### config.mk
export PLATFORM = sky130hd
export DESIGN_NAME = fetch_unit_flat
export DESIGN_NICKNAME = d
export VERILOG_FILES = /design/src/rtl/mips_pkg.sv /design/src/rtl/fetch_unit_if.sv /design/src/rtl/fetch_buf.sv /design/src/rtl/fetch_unit.sv /design/src/flat_wrapper.sv
export SDC_FILE = /design/constraint.sdc
export NUM_CORES = 1
export LEC_CHECK = 0
export BUFFER_PORTS_ARGS = -buffer_cell sky130_fd_sc_hd__buf_2
export CAP_MARGIN = 40
export CORE_MARGIN = 1
export CORE_UTILIZATION = 56
export DETAILED_ROUTE_END_ITERATION = 8
export PLACE_DENSITY = 0.89
export SLEW_MARGIN = 20
export SYNTH_ARGS = -nofsm -noshare
export SYNTH_HDL_FRONTEND = slang
export SYNTH_SLANG_ARGS = --single-unit
export TNS_END_PERCENT = 100
### constraint.sdc
create_clock -name CLK -period 10.8 [get_ports CLK]
set_input_delay 2.7 -clock CLK [delete_from_list [all_inputs] [get_ports CLK]]
set_output_delay 2.7 -clock CLK [all_outputs]
set_load 0.03 [all_outputs]
### src/rtl/mips_pkg.sv
// Shared definitions for the instruction fetch slice: data width, reset vector,
// fetch FSM states and the {instr, pc} entry carried by the fetch buffers.
package mips_pkg;

    localparam int unsigned XLEN = 32;
    localparam logic [XLEN-1:0] RESET_PC_DEFAULT = 32'hBFC0_0000;

    typedef enum logic [1:0] {
        StIdle,
        StFetch,
        StFlush
    } fetch_state_e;

    typedef struct packed {
        logic [XLEN-1:0] instr;
        logic [XLEN-1:0] pc;
    } fetch_entry_t;

    // Fetch addresses are always word aligned.
    function automatic logic [XLEN-1:0] word_align(input logic [XLEN-1:0] addr);
        return {addr[XLEN-1:2], 2'b00};
    endfunction

endpackage

### src/rtl/fetch_unit_if.sv
// Instruction memory request/response channel plus the decode-queue transfer
// channel of the fetch unit.
interface fetch_unit_if;
    import mips_pkg::*;

    logic            IMEM_REQ;
    logic [XLEN-1:0] IMEM_ADDR;
    logic            IMEM_GNT;
    logic            IMEM_RVALID;
    logic [XLEN-1:0] IMEM_RDATA;
    logic            STALL_IN;
    logic            INSTR_VALID;
    logic [XLEN-1:0] INSTR_OUT;
    logic [XLEN-1:0] INSTR_PC_OUT;

    modport master (
        output IMEM_REQ,
        output IMEM_ADDR,
        input  IMEM_GNT,
        input  IMEM_RVALID,
        input  IMEM_RDATA,
        input  STALL_IN,
        output INSTR_VALID,
        output INSTR_OUT,
        output INSTR_PC_OUT
    );

    modport slave (
        input  IMEM_REQ,
        input  IMEM_ADDR,
        output IMEM_GNT,
        output IMEM_RVALID,
        output IMEM_RDATA,
        output STALL_IN,
        input  INSTR_VALID,
        input  INSTR_OUT,
        input  INSTR_PC_OUT
    );

endinterface

### src/rtl/fetch_buf.sv
// Small FIFO of {instr, pc} entries with synchronous clear; used both as the
// output buffer and as the tracker of PCs for in-flight memory requests.
module fetch_buf
    import mips_pkg::*;
#(
    parameter int unsigned Depth = 2,
    localparam int unsigned PtrW = (Depth > 1) ? $clog2(Depth) : 1,
    localparam int unsigned CntW = $clog2(Depth + 1)
) (
    input  logic            clk_i,
    input  logic            rst_i,
    input  logic            clear_i,
    input  logic            push_i,
    input  fetch_entry_t    push_data_i,
    input  logic            pop_i,
    output fetch_entry_t    head_o,
    output logic [CntW-1:0] count_o
);

    fetch_entry_t    mem_q [Depth];
    logic [PtrW-1:0] rd_ptr_q, wr_ptr_q;
    logic [CntW-1:0] cnt_q;
    logic            do_push, do_pop;

    function automatic logic [PtrW-1:0] ptr_inc(input logic [PtrW-1:0] ptr);
        return (ptr == PtrW'(Depth - 1)) ? '0 : ptr + 1'b1;
    endfunction

    // A push into a full FIFO is only accepted when the head leaves on the same edge.
    assign do_pop  = pop_i && (cnt_q != '0);
    assign do_push = push_i && ((cnt_q != CntW'(Depth)) || do_pop);

    always_ff @(posedge clk_i or posedge rst_i) begin
        if (rst_i) begin
            for (int unsigned i = 0; i < Depth; i++) begin
                mem_q[i] <= '0;
            end
            rd_ptr_q <= '0;
            wr_ptr_q <= '0;
            cnt_q    <= '0;
        end else if (clear_i) begin
            rd_ptr_q <= '0;
            wr_ptr_q <= '0;
            cnt_q    <= '0;
        end else begin
            if (do_push) begin
                mem_q[wr_ptr_q] <= push_data_i;
                wr_ptr_q        <= ptr_inc(wr_ptr_q);
            end
            if (do_pop) begin
                rd_ptr_q <= ptr_inc(rd_ptr_q);
            end
            cnt_q <= cnt_q + CntW'(do_push) - CntW'(do_pop);
        end
    end

    assign head_o  = mem_q[rd_ptr_q];
    assign count_o = cnt_q;

endmodule

### src/rtl/fetch_unit.sv
// Instruction fetch unit: issues sequential word fetches under a credit limit,
// buffers in-order responses for decode and flushes stale responses on REDIRECT.
// Define FETCH_UNIT_TRACE_EN to print grants, transfers, discards and redirects.
module fetch_unit
    import mips_pkg::*;
#(
    parameter logic [XLEN-1:0] RESET_PC = RESET_PC_DEFAULT,
    parameter int unsigned     MAX_OUT  = 2
) (
    input  logic            CLK,
    input  logic            RESET,
    input  logic            FETCH_EN,
    input  logic            REDIRECT,
    input  logic [XLEN-1:0] REDIRECT_PC,
    fetch_unit_if.master    bus
);

    localparam int unsigned   CntW    = $clog2(MAX_OUT + 1);
    localparam logic [CntW:0] MaxOutC = (CntW + 1)'(MAX_OUT);

    fetch_state_e    state_q, state_d;
    logic [XLEN-1:0] pc_q, pc_d;
    logic [CntW-1:0] out_cnt, buf_cnt;
    logic [CntW:0]   in_use;
    fetch_entry_t    trk_push, trk_head, buf_push, buf_head;
    logic            req, grant, xfer, resp_keep;
    logic            unused_trk_instr;

    // Credit counts what is in flight plus what is buffered, ignoring a same-cycle pop.
    assign in_use    = {1'b0, out_cnt} + {1'b0, buf_cnt};
    assign req       = (state_q == StFetch) && (in_use < MaxOutC);
    assign grant     = req && bus.IMEM_GNT;
    assign xfer      = (buf_cnt != '0) && !bus.STALL_IN;
    assign resp_keep = bus.IMEM_RVALID && (state_q != StFlush) && !REDIRECT;

    assign trk_push         = '{instr: '0, pc: pc_q};
    assign buf_push         = '{instr: bus.IMEM_RDATA, pc: trk_head.pc};
    assign unused_trk_instr = ^trk_head.instr;

    always_comb begin
        state_d = state_q;
        unique case (state_q)
            StIdle:  if (FETCH_EN) state_d = StFetch;
            StFetch: if (!FETCH_EN) state_d = StIdle;
            StFlush: if (out_cnt == '0) state_d = FETCH_EN ? StFetch : StIdle;
            default: state_d = StIdle;
        endcase
        if (REDIRECT) begin
            state_d = StFlush;
        end
    end

    always_comb begin
        pc_d = pc_q;
        if (REDIRECT) begin
            pc_d = word_align(REDIRECT_PC);
        end else if (grant) begin
            pc_d = pc_q + XLEN'(4);
        end
    end

    always_ff @(posedge CLK or posedge RESET) begin
        if (RESET) begin
            state_q <= StIdle;
            pc_q    <= RESET_PC;
        end else begin
            state_q <= state_d;
            pc_q    <= pc_d;
        end
    end

    // In-flight tracker: one entry per granted request, retired by each response.
    fetch_buf #(
        .Depth (MAX_OUT)
    ) u_tracker (
        .clk_i       (CLK),
        .rst_i       (RESET),
        .clear_i     (1'b0),
        .push_i      (grant),
        .push_data_i (trk_push),
        .pop_i       (bus.IMEM_RVALID),
        .head_o      (trk_head),
        .count_o     (out_cnt)
    );

    fetch_buf #(
        .Depth (MAX_OUT)
    ) u_out_buf (
        .clk_i       (CLK),
        .rst_i       (RESET),
        .clear_i     (REDIRECT),
        .push_i      (resp_keep),
        .push_data_i (buf_push),
        .pop_i       (xfer),
        .head_o      (buf_head),
        .count_o     (buf_cnt)
    );

    assign bus.IMEM_REQ     = req;
    assign bus.IMEM_ADDR    = pc_q;
    assign bus.INSTR_VALID  = (buf_cnt != '0);
    assign bus.INSTR_OUT    = buf_head.instr;
    assign bus.INSTR_PC_OUT = buf_head.pc;

`ifdef FETCH_UNIT_TRACE_EN
    always_ff @(posedge CLK) begin
        if (!RESET) begin
            if (grant) begin
                $display("[fetch_unit] grant addr=%08h", pc_q);
            end
            if (xfer) begin
                $display("[fetch_unit] transfer instr=%08h pc=%08h", buf_head.instr, buf_head.pc);
            end
            if (bus.IMEM_RVALID && !resp_keep) begin
                $display("[fetch_unit] discard pc=%08h", trk_head.pc);
            end
            if (REDIRECT) begin
                $display("[fetch_unit] redirect target=%08h", word_align(REDIRECT_PC));
            end
        end
    end
`else
    // Trace disabled: nothing beyond the datapath is elaborated.
`endif

endmodule

### src/flat_wrapper.sv
// flat-port wrapper written by rule: the top's interface ports become plain ports
module fetch_unit_flat import mips_pkg::*;
#(
    parameter logic [XLEN-1:0] RESET_PC = RESET_PC_DEFAULT,
    parameter int unsigned     MAX_OUT  = 2
)
  (CLK, RESET, FETCH_EN, REDIRECT, REDIRECT_PC, bus_IMEM_REQ, bus_IMEM_ADDR, bus_IMEM_GNT, bus_IMEM_RVALID, bus_IMEM_RDATA, bus_STALL_IN, bus_INSTR_VALID, bus_INSTR_OUT, bus_INSTR_PC_OUT);
  fetch_unit_if bus_i ();
  input  logic CLK;
  input  logic RESET;
  input  logic FETCH_EN;
  input  logic REDIRECT;
  input  logic [XLEN-1:0] REDIRECT_PC;
  output wire logic [$bits(bus_i.IMEM_REQ)-1:0] bus_IMEM_REQ;
  output wire logic [$bits(bus_i.IMEM_ADDR)-1:0] bus_IMEM_ADDR;
  input wire logic [$bits(bus_i.IMEM_GNT)-1:0] bus_IMEM_GNT;
  input wire logic [$bits(bus_i.IMEM_RVALID)-1:0] bus_IMEM_RVALID;
  input wire logic [$bits(bus_i.IMEM_RDATA)-1:0] bus_IMEM_RDATA;
  input wire logic [$bits(bus_i.STALL_IN)-1:0] bus_STALL_IN;
  output wire logic [$bits(bus_i.INSTR_VALID)-1:0] bus_INSTR_VALID;
  output wire logic [$bits(bus_i.INSTR_OUT)-1:0] bus_INSTR_OUT;
  output wire logic [$bits(bus_i.INSTR_PC_OUT)-1:0] bus_INSTR_PC_OUT;
  assign bus_IMEM_REQ = bus_i.IMEM_REQ;
  assign bus_IMEM_ADDR = bus_i.IMEM_ADDR;
  assign bus_i.IMEM_GNT = bus_IMEM_GNT;
  assign bus_i.IMEM_RVALID = bus_IMEM_RVALID;
  assign bus_i.IMEM_RDATA = bus_IMEM_RDATA;
  assign bus_i.STALL_IN = bus_STALL_IN;
  assign bus_INSTR_VALID = bus_i.INSTR_VALID;
  assign bus_INSTR_OUT = bus_i.INSTR_OUT;
  assign bus_INSTR_PC_OUT = bus_i.INSTR_PC_OUT;
  fetch_unit #(.RESET_PC(RESET_PC), .MAX_OUT(MAX_OUT)) u_core (.CLK(CLK), .RESET(RESET), .FETCH_EN(FETCH_EN), .REDIRECT(REDIRECT), .REDIRECT_PC(REDIRECT_PC), .bus(bus_i));
endmodule
==> out/qor.csv <==
stage;metric;value;unit
run_status;status;finished, final reports clean;
clock_tree;CTS tree;built;
synthesis;#FFs+latches synth;224;
grt;global-route wire length before repair;35.5;mm
power_and_ir_drop;static leakage;5.65;nW
grt;global-route usage over all layers;0.244;
placed_design;DP Wirelength;14.1;mm
grt;met2 global-route usage;0.421;
cells_and_area;Layout Cells excl Fill;1211;
placed_design;placed cell area;11100;µm²
critical_path;Worst EP required;8.10;ns
synthesis;Ys Warns;0;
cells_and_area;post-route cell area;12000;µm²
clock_tree;Post-CTS Repair Setup Buffers;0;
synthesis;count of cell types in the netlist;42;
grt;initial antenna violation count;0;
timing;RSZ-0062 raised after global routing;no;
clock_tree;clk sink count;224;
routing;DRC viols;0;
routing;Post-DRT Antenna Nets;0;
clock_tree;Clock Latency Late Sink;0.51;ns
clock_tree;CTS Buf Count;24;
grt;met1 Use GR;0.320;
floorplanning;initial core utilization;0.577;
routing;DR vias/cell;5.74;
placed_design;placed cell count;1166;
timing;final setup skew;0.0200;ns
clock_tree;CTS Root Buffer Type;clkbuf_16;
synthesis;Primary FF master, synth;dfrtp_1;
routing;First DRT Iteration DRCs;357;
timing;worst slew pin tran;0.821;ns
power_and_ir_drop;Peak VDD IR;0.000198;V
placed_design;global placement routability congestion;0.805;
critical_path;worst setup path start;u_core.u_tracker.count_o[0];
timing;period utilization;0.497;
routing;drt wl/cell;18.1;µm
synthesis;post-synthesis cell count;822;
timing;setup_tns;0;ns
floorplanning;number of I/O pins;169;
routing;vias;6955;
clock_tree;hold buffer count at cts;0;
hold_path;Worst Hold Launch;u_core.u_out_buf.mem_q[2];
floorplanning;Core Region;17400;µm²
grt;pin count of the biggest net entering global routing;111;
hold_path;Hold Crit Class;flop to flop;
cells_and_area;most frequent cells in the layout;dfrtp_1, mux2_2, buf_2;
floorplanning;Die Wd;136;µm
synthesis;post-synthesis cell area;10100;µm²
routing;First-pass DRT Iterations;4;
timing;Slew Limit Fails;0;
cells_and_area;Nets;1045;
critical_path;Worst setup SP type;flop;
routing;total wire length;21.9;mm
synthesis;number of flops mapped to enable cells by yosys;0;
synthesis;syn_area_per_cell;12.2;µm²
grt;M3 GR Usage;0.0410;
floorplanning;# rows;48;
critical_path;CP Capture Type;primary output;
grt;total grt overflow;0;
synthesis;ys async rst share;1.00;
timing;final hold violation count;0;
cells_and_area;Syn-to-layout area delta;19.5;%
timing;final-report setup violation count;0;
cells_and_area;Ant. Diodes;0;
flow_run;Max Cap Viol;0;
critical_path;CP Class;flop to primary output;
synthesis;register area share after synthesis;0.559;
floorplanning;DIE HEIGHT;136;µm
timing;Peak Freq;186;MHz
placed_design;Port Buffers;162;
timing;minimum clock period;5.36;ns
clock_tree;Post-CTS Resized;0;
floorplanning;Die Area;18500;µm²
power_and_ir_drop;Pwr Density;287;nW/µm²
grt;vias in the first global route;7046;
clock_tree;Max Buffers Root-to-Sink;3;
cells_and_area;most common cell after layout, fill and taps aside;dfrtp_1;
timing;Relative slew margins;0.453;
clock_tree;Reg clk slew, reported paths;0.06;ns
critical_path;reg-to-reg startpoint;u_core.u_tracker.count_o[0];
critical_path;CP Max Fanout;10;
critical_path;Arrival @ worst endpoint;2.66;ns
grt;Top Usage Layer GRT;met2;
clock_tree;htree depth;1;
cells_and_area;share of layout cells above drive strength 1;0.423;
per-layer routing:
layer,up-vias,wire length (µm)
li1,3235,-
met1,3479,9340
met2,214,11000
met3,27,1340
met4,0,292
met5,-,0
critical path: stages (launching register included):
cell and delay (ns):
dfrtp_1 0.43, and2_1 0.19, fa_1 0.44, or4b_1 0.71
inv_1 0.18, buf_2 0.21
worst paths after layout:
kind	end	slack, ns	depth (start not counted)
min reg2reg	u_core.u_out_buf.mem_q[2]	0.47	2
max	bus_IMEM_REQ	5.44	5
min	u_core.u_out_buf.mem_q[2]	0.47	2
max in group asynchronous	u_core.bus.IMEM_ADDR[25]	7.52	4
min in group asynchronous	u_core.u_out_buf.mem_q[24]	2.17	2
max reg2reg	u_core.bus.IMEM_ADDR[24]	7.33	6
area by class of cell:
type | instances | area [µm²]
fillers | 1215 | 5410
clock inverters | 11 | 184
flip-flops and latches | 224 | 5620
clock buffers | 33 | 676
well taps | 225 | 282
repair buffers | 174 | 1010
inverters | 13 | 56.3
multi-input cells | 531 | 4190
through the flow:
step / hold WS [ns] / power, W / util / worst slack, ns
finish: 0.472 / 0.00344 / 0.689 / 5.44
detailed placement: 0.465 / 0.00257 / 0.639 / 5.57
floorplan: 0.444 / 0.00222 / - / 1.98
CTS: 0.478 / 0.00347 / 0.688 / 5.42
global route: 0.502 / 0.00362 / 0.689 / 5.33
global placement: 0.455 / 0.00250 / 0.631 / 5.64
power breakdown:
| group | internal [W] | switching (W) | total [W] | leakage, nW |
|---|---|---|---|---|
| logic | 0.000527 | 0.000724 | 0.00125 | 2.38 |
| registers | 0.00112 | 0.000185 | 0.00131 | 2.85 |
| clock network | 0.000557 | 0.000324 | 0.000881 | 0.424 |
| total | 0.00221 | 0.00123 | 0.00344 | 5.65 |
synthesized netlist by cell type, types with 2 or more instances:
library cell / count / area, µm²
or4b_1: 3 / 30.0
nand3_1: 16 / 80.1
nor2b_1: 4 / 25.0
a31oi_1: 15 / 93.8
xnor2_1: 10 / 87.6
or3b_2: 2 / 17.5
and4_1: 3 / 26.3
o41ai_1: 3 / 26.3
nand2_1: 58 / 218
clkbuf_1: 38 / 143
dfstp_2: 9 / 236
mux2i_1: 31 / 310
buf_2: 7 / 35.0
inv_1: 13 / 48.8
mux2_2: 186 / 2090
xor2_1: 4 / 35.0
nor4b_1: 2 / 17.5
o21ai_0: 40 / 200
buf_1: 8 / 30.0
a21oi_1: 31 / 155
nand4_1: 6 / 37.5
o31ai_1: 13 / 97.6
nor3_1: 4 / 20.0
nor2_1: 49 / 184
or2_2: 2 / 12.5
ha_1: 5 / 62.6
or4_1: 21 / 158
and3_1: 2 / 12.5
nor4_1: 2 / 12.5
buf_4: 4 / 30.0
dfrtp_1: 215 / 5380
o211ai_1: 6 / 45.0
cell families (layout without fill, tap and decap cells):
family	after synthesis	count (layout)	synth area share
muxes	217	217	0.239
DFF	224	224	0.559
other	1	4	0.000373
buffers and inverters	70	231	0.0285
AOI/OAI and AO/OA	111	111	0.0640
xor gates and xnor gates	14	14	0.0122
adders and majority gates	6	6	0.00822
and+or+nand+nor	179	179	0.0888
sequential cells by signal (all words and copies together), names as in the netlist:
name,cells
u_core.u_out_buf.rd_ptr_q,1
u_core.bus.IMEM_ADDR,30
u_core.u_tracker.wr_ptr_q,1
u_core.u_tracker.count_o,2
u_core.u_out_buf.mem_q,124
u_core.u_out_buf.count_o,2
u_core.u_tracker.mem_q,60
u_core.u_out_buf.wr_ptr_q,1
u_core.state_q,2
u_core.u_tracker.rd_ptr_q,1
Power figures use the tool's default switching activity.
